$ cat config.mk
export PLATFORM = sky130hd
export DESIGN_NAME = vec_seq_flat
export DESIGN_NICKNAME = d
export VERILOG_FILES = /design/src/rtl/vec_seq_if.sv /design/src/rtl/vec_seq.sv /design/src/flat_wrapper.sv
export SDC_FILE = /design/constraint.sdc
export NUM_CORES = 1
export LEC_CHECK = 0
export BUFFER_PORTS_ARGS = -buffer_cell sky130_fd_sc_hd__buf_4
export CAP_MARGIN = 20
export CORE_ASPECT_RATIO = 0.8
export CORE_MARGIN = 2
export CORE_UTILIZATION = 50
export CTS_BUF_LIST = sky130_fd_sc_hd__clkbuf_8
export CTS_CLUSTER_SIZE = 16
export DETAILED_ROUTE_END_ITERATION = 8
export GPL_TIMING_DRIVEN = 0
export PLACE_DENSITY = 0.77
export SETUP_SLACK_MARGIN = 0.1
export SLEW_MARGIN = 10
export SYNTH_ARGS = -nofsm -noshare
export SYNTH_HDL_FRONTEND = slang
export SYNTH_SLANG_ARGS = --single-unit
$ cat constraint.sdc
create_clock -name clk -period 2.8 [get_ports clk]
set_input_delay 0.28 -clock clk [delete_from_list [all_inputs] [get_ports clk]]
set_output_delay 0.28 -clock clk [all_outputs]
set_load 0.01 [all_outputs]
$ cat src/rtl/vec_seq_if.sv
// rtl/vec_seq_if.sv - vec_seq instruction, memory handshake and control bundle
interface vec_seq_if #(
  parameter int IDXW = 3
);
  logic            Start;
  logic            CondEx;
  logic [1:0]      Op;
  logic [IDXW:0]   VecLen;
  logic            MemReady;
  logic            Abort;
  logic            Stall;
  logic [IDXW-1:0] ElemIdx;
  logic            VecWrite;
  logic            MemValid;
  logic            MemWrite;
  logic            AccClr;
  logic            AccEn;
  logic            RegWrite;
  logic            Done;
  logic            Fault;

  modport master (
    output Start, CondEx, Op, VecLen, MemReady, Abort,
    input  Stall, ElemIdx, VecWrite, MemValid, MemWrite, AccClr, AccEn, RegWrite, Done, Fault
  );

  modport slave (
    input  Start, CondEx, Op, VecLen, MemReady, Abort,
    output Stall, ElemIdx, VecWrite, MemValid, MemWrite, AccClr, AccEn, RegWrite, Done, Fault
  );
endinterface

$ cat src/rtl/vec_seq.sv
// rtl/vec_seq.sv - vector instruction element sequencer with memory timeout fault
module vec_seq #(
  parameter int MAXLEN  = 8,
  parameter int IDXW    = 3,
  parameter int TIMEOUT = 15
) (
  input  logic      clk,
  input  logic      reset,
  vec_seq_if.slave  bus
);
  localparam int              TOW      = $clog2(TIMEOUT + 1);
  localparam logic [IDXW:0]   MAXLEN_L = (IDXW + 1)'(MAXLEN);
  localparam logic [TOW-1:0]  TO_LAST  = TOW'(TIMEOUT - 1);

  typedef enum logic [1:0] {IDLE, RUN, FAULT} state_t;

  state_t          state_q, state_d;
  logic [1:0]      op_q, op_d;
  logic [IDXW:0]   len_q, len_d;
  logic [IDXW-1:0] cnt_q, cnt_d;
  logic [TOW-1:0]  to_q, to_d;

  logic [IDXW:0]   eff_len;
  logic            is_mem;
  logic            last_elem;

  // Oversized requests are clamped to the register file's vector length.
  assign eff_len   = (bus.VecLen > MAXLEN_L) ? MAXLEN_L : bus.VecLen;
  assign is_mem    = (op_q == 2'b01) || (op_q == 2'b10);
  assign last_elem = ({1'b0, cnt_q} == (len_q - 1'b1));

  // State and instruction context registers.
  always_ff @(posedge clk) begin
    if (reset) begin
      state_q <= IDLE;
      op_q    <= '0;
      len_q   <= '0;
      cnt_q   <= '0;
      to_q    <= '0;
    end else begin
      state_q <= state_d;
      op_q    <= op_d;
      len_q   <= len_d;
      cnt_q   <= cnt_d;
      to_q    <= to_d;
    end
  end

  // Next-state and per-element control decode.
  always_comb begin
    state_d      = state_q;
    op_d         = op_q;
    len_d        = len_q;
    cnt_d        = cnt_q;
    to_d         = to_q;
    bus.Stall    = 1'b0;
    bus.ElemIdx  = '0;
    bus.VecWrite = 1'b0;
    bus.MemValid = 1'b0;
    bus.MemWrite = 1'b0;
    bus.AccClr   = 1'b0;
    bus.AccEn    = 1'b0;
    bus.RegWrite = 1'b0;
    bus.Done     = 1'b0;
    bus.Fault    = 1'b0;

    case (state_q)
      IDLE: begin
        if (bus.Start && bus.CondEx) begin
          op_d  = bus.Op;
          len_d = eff_len;
          cnt_d = '0;
          to_d  = '0;
          if (eff_len == '0) begin
            // Empty vector retires immediately without touching the pipeline.
            bus.Done = 1'b1;
          end else begin
            bus.Stall  = 1'b1;
            bus.AccClr = (bus.Op == 2'b11);
            state_d    = RUN;
          end
        end
      end

      RUN: begin
        bus.ElemIdx = cnt_q;
        if (bus.Abort) begin
          // Flush wins over any completion or timeout this cycle.
          state_d = IDLE;
          cnt_d   = '0;
          to_d    = '0;
        end else if (!is_mem || bus.MemReady) begin
          bus.VecWrite = (op_q[1] == 1'b0);
          bus.AccEn    = (op_q == 2'b11);
          bus.MemValid = is_mem;
          bus.MemWrite = (op_q == 2'b10);
          to_d         = '0;
          cnt_d        = cnt_q + 1'b1;
          if (last_elem) begin
            bus.Done     = 1'b1;
            bus.RegWrite = (op_q == 2'b11);
            state_d      = IDLE;
            cnt_d        = '0;
          end else begin
            bus.Stall = 1'b1;
          end
        end else begin
          bus.Stall    = 1'b1;
          bus.MemValid = 1'b1;
          bus.MemWrite = (op_q == 2'b10);
          to_d         = to_q + 1'b1;
          if (to_q == TO_LAST) begin
            state_d = FAULT;
            to_d    = '0;
          end
        end
      end

      FAULT: begin
        bus.Fault = 1'b1;
        bus.Stall = 1'b1;
      end

      default: state_d = IDLE;
    endcase
  end
endmodule

$ cat src/flat_wrapper.sv
// flat-port wrapper written by rule: the top's interface ports become plain ports
module vec_seq_flat 
#(
  parameter int MAXLEN  = 8,
  parameter int IDXW    = 3,
  parameter int TIMEOUT = 15
)
  (clk, reset, bus_Start, bus_CondEx, bus_Op, bus_VecLen, bus_MemReady, bus_Abort, bus_Stall, bus_ElemIdx, bus_VecWrite, bus_MemValid, bus_MemWrite, bus_AccClr, bus_AccEn, bus_RegWrite, bus_Done, bus_Fault);
  vec_seq_if #(.IDXW(IDXW)) bus_i ();
  input  logic clk;
  input  logic reset;
  input wire logic [$bits(bus_i.Start)-1:0] bus_Start;
  input wire logic [$bits(bus_i.CondEx)-1:0] bus_CondEx;
  input wire logic [$bits(bus_i.Op)-1:0] bus_Op;
  input wire logic [$bits(bus_i.VecLen)-1:0] bus_VecLen;
  input wire logic [$bits(bus_i.MemReady)-1:0] bus_MemReady;
  input wire logic [$bits(bus_i.Abort)-1:0] bus_Abort;
  output wire logic [$bits(bus_i.Stall)-1:0] bus_Stall;
  output wire logic [$bits(bus_i.ElemIdx)-1:0] bus_ElemIdx;
  output wire logic [$bits(bus_i.VecWrite)-1:0] bus_VecWrite;
  output wire logic [$bits(bus_i.MemValid)-1:0] bus_MemValid;
  output wire logic [$bits(bus_i.MemWrite)-1:0] bus_MemWrite;
  output wire logic [$bits(bus_i.AccClr)-1:0] bus_AccClr;
  output wire logic [$bits(bus_i.AccEn)-1:0] bus_AccEn;
  output wire logic [$bits(bus_i.RegWrite)-1:0] bus_RegWrite;
  output wire logic [$bits(bus_i.Done)-1:0] bus_Done;
  output wire logic [$bits(bus_i.Fault)-1:0] bus_Fault;
  assign bus_i.Start = bus_Start;
  assign bus_i.CondEx = bus_CondEx;
  assign bus_i.Op = bus_Op;
  assign bus_i.VecLen = bus_VecLen;
  assign bus_i.MemReady = bus_MemReady;
  assign bus_i.Abort = bus_Abort;
  assign bus_Stall = bus_i.Stall;
  assign bus_ElemIdx = bus_i.ElemIdx;
  assign bus_VecWrite = bus_i.VecWrite;
  assign bus_MemValid = bus_i.MemValid;
  assign bus_MemWrite = bus_i.MemWrite;
  assign bus_AccClr = bus_i.AccClr;
  assign bus_AccEn = bus_i.AccEn;
  assign bus_RegWrite = bus_i.RegWrite;
  assign bus_Done = bus_i.Done;
  assign bus_Fault = bus_i.Fault;
  vec_seq #(.MAXLEN(MAXLEN), .IDXW(IDXW), .TIMEOUT(TIMEOUT)) u_core (.clk(clk), .reset(reset), .bus(bus_i));
endmodule
==> summary.md <==
| Metric | Value |
|---|---|
| Minimum setup slack after placement | `877 ps` |
| Worst hold endpoint | `u_core.cnt_q[0]$_SDFFE_PP0P_` |
| Layout cell share with drive strength beyond 1 | `21.9%` |
| Hold depth | `2` |
| Detailed-route via count | `821` |
| Final instance area | `1130 sq um` |
| Clk root buf | `clkbuf_8` |
| Clk_lat worst skew | `250 ps` |
| Placed cells | `155` |
| Fin. Hold Viols | `0` |
| Yosys warnings | `0` |
| Htree depth | `1` |
| Ant diodes | `0` |
| Routability Congestion | `0.798` |
| First-pass GRT wire length | `3430 um` |
| Post-Syn Instances | `110` |
| Syn Std Cell Area | `885 sq um` |
| Crit end category | `output port` |
| Vias per inst | `5.16` |
| R2r setup slk | `1050 ps` |
| Reg clk slew, reported paths | `70 ps` |
| Post-synth top area share | `33.9%` |
| Final period utilization | `78.6%` |
| Worst Setup Path Type | `flop to output port` |
| Max Clock Skew | `3.70 ps` |
| R2R cell count | `7` |
| Multi-input gate area | `554 sq um` |
| Final worst slack | `600 ps` |
| Die Area | `2120 sq um` |
| LEAKAGE | `0.493 nW` |
| DR iter-0 viols | `2` |
| Final WL | `1970 um` |
| Max cap viols | `0` |
| Mapped Avg Cell Area | `8.04 sq um` |
| Gr usage total | `21.4%` |
| Initial Util | `53.8%` |
| Area leader, netlist | `dfxtp_1` |
| Register area share after synthesis | `33.9%` |
| Initial antenna violation count | `0` |
| Antenna Violating Nets Remaining | `0` |
| Fillers | `155` |
| Horiz. Die Dim | `51.0 um` |
| Postcts setup bufs | `0` |
| Core area | `1640 sq um` |
| Wire per inst | `12.4 um` |
| Syn Nets | `128` |
| Final #Nets | `156` |
| Final setup fails | `0` |
| Synth unique cells | `30` |
| Final Non-Filler Cells | `159` |
| Number of remaining DRC errors | `0` |
| # rows | `13` |
| Longest Clk Path Bufs | `2` |
| Rel. slew slack | `50.1%` |
| # port buffers | `23` |
| RSZ-0062 raised after global routing | `false` |
| Drt pass-1 iters | `4` |
| Register area | `300 sq um` |
| Yosys reg bits | `15` |
| Power density over the cells | `424 nW/um^2` |
| Post-cts sizing count | `0` |
| Largest net degree at the start of global routing | `11` |
| VDD IR max | `371 uV` |
| Crit path DAT | `1920 ps` |
| Critical Path Source Type | `flop` |
| CP Data Required Time | `2520 ps` |
| # clock sinks | `15` |
| R2R Path End | `u_core.cnt_q[2]$_SDFFE_PP0P_` |
| Final Max Tran Viols | `0` |
| Ports | `24` |
| Core Util, Final | `68.9%` |
| Crit-path max FO | `7` |
| CTS buffer count | `3` |
| Vias in the first global route | `800` |
| Area post-placement | `1080 sq um` |
| Setup TNS | `0 ps` |
| HP Start | `reset` |
| Hold_buf cts | `0` |
| Worst-Margin Slew | `743 ps` |
| Reg2reg start | `u_core.op_q[0]$_SDFFE_PP0P_` |
| Hold Crit Class | `input port to flop` |
| Final min period | `2200 ps` |
| Max Fclk | `0.454 GHz` |
| CTS tree | `yes` |
| Area contributors post-synth | `dfxtp_1 34%, ha_1 8.5%, nand2_1 7.2%, a21oi_1 6.8%, and2_1 5.0%` |
| Die Y | `41.6 um` |
| Run status | `finished, final reports clean` |
| Area delta synth->final | `27.9%` |
| Dpl hpwl | `1540 um` |
| Grt ovf | `0` |
worst max-delay path: stages (launching register included):
cell and delay, ps:
dfxtp_1 390, inv_1 60, ha_1 200, xor2_1 160, xnor2_1 140, nand4_1 300
nor3_1 270, buf_4 150
registers in the layout (all words and copies together) (netlist names):
name,cells
u_core.to_q,4
u_core.op_q,2
u_core.cnt_q,3
u_core.len_q,4
u_core.state_q,2
routing by layer:
layer,global-route usage (%),wire length [um],share of wire (%),vias to the layer above
met5,0,0,0,-
met4,7.57,21,1.1,0
met3,6.83,81,4.1,2
met2,34.0,930,47,17
met1,26.9,940,48,373
li1,-,-,-,429
area by class of cell:
class                           count  area share [%]
Clock inverter                      1           0.442
Clock buffer                        3            3.65
Sequential cell                    15            26.5
Timing Repair Buffer               23            15.3
Inverter                            6            1.99
Buffer                              2           0.664
Multi-Input combinational cell     87            49.0
Tap cell                           22            2.43
logic make-up (layout without fill, tap and decap cells):
logic type | count (synthesis) | count (layout) | synth area share (%)
AO/OA/AOI/OAI | 19 | 19 | 13.0
AND/OR/NAND/NOR | 54 | 54 | 33.2
flip-flops | 15 | 15 | 33.9
buffers and inverters | 8 | 35 | 3.39
adder cells (fa/ha/maj) | 6 | 6 | 8.49
XOR/XNOR | 8 | 8 | 7.92
stage by stage:
stage | total power, mW | hold WS [ps]
2_1_floorplan | 0.275 | 353
3_3_place_gp | 0.301 | 458
3_5_place_dp | 0.305 | 464
4_1_cts | 0.483 | 199
5_1_grt | 0.500 | 211
6_report | 0.480 | 204
cell usage after synthesis:
cell type / n
or4_1: 1
nor2b_1: 1
nor2_1: 7
dfxtp_1: 15
o211ai_1: 1
inv_1: 6
nand3_1: 2
nand3b_1: 3
a31oi_1: 1
and3b_1: 1
o21ai_0: 1
a21oi_1: 12
xnor2_1: 5
a211oi_1: 1
nand2b_1: 3
ha_1: 6
nor3b_4: 1
nand4_1: 4
or2b_1: 1
a211oi_2: 1
or2_2: 1
clkbuf_1: 2
or3_1: 1
o22ai_1: 1
and2_1: 7
xor2_1: 3
nor3_1: 3
o211a_1: 1
nand2_1: 17
and2b_1: 1
cells in the final DEF, fill, tap and decap left out, drive strengths merged, types with 3 or more instances in the layout:
| cell type | n |
|---|---|
| nor3 | 3 |
| a21oi | 12 |
| clkbuf | 5 |
| dfxtp | 15 |
| nand4 | 4 |
| nand3b | 3 |
| inv | 6 |
| and2 | 7 |
| nor2 | 7 |
| nand2b | 3 |
| ha | 6 |
| nand2 | 17 |
| buf | 23 |
| xor2 | 3 |
| xnor2 | 5 |
report_power, final:
part           switching, mW  internal, mW  leakage [nW]
clock network         0.0811        0.0986        0.0255
registers            0.00775         0.221         0.122
logic                 0.0369        0.0347         0.346
worst max path at each step:
stage                         endpoint  slack, ps                         start  cells after the start
after floorplan           bus_RegWrite       1070  u_core.len_q[0]$_SDFFE_PP0P_                      6
after global placement    bus_RegWrite        900  u_core.len_q[0]$_SDFFE_PP0P_                      7
after detailed placement  bus_RegWrite        880  u_core.len_q[0]$_SDFFE_PP0P_                      7
after CTS                 bus_RegWrite        590  u_core.len_q[0]$_SDFFE_PP0P_                      7
after global routing      bus_RegWrite        420  u_core.len_q[0]$_SDFFE_PP0P_                      7
final                     bus_RegWrite        600  u_core.len_q[0]$_SDFFE_PP0P_                      7
(Power assumes the default switching activity.)
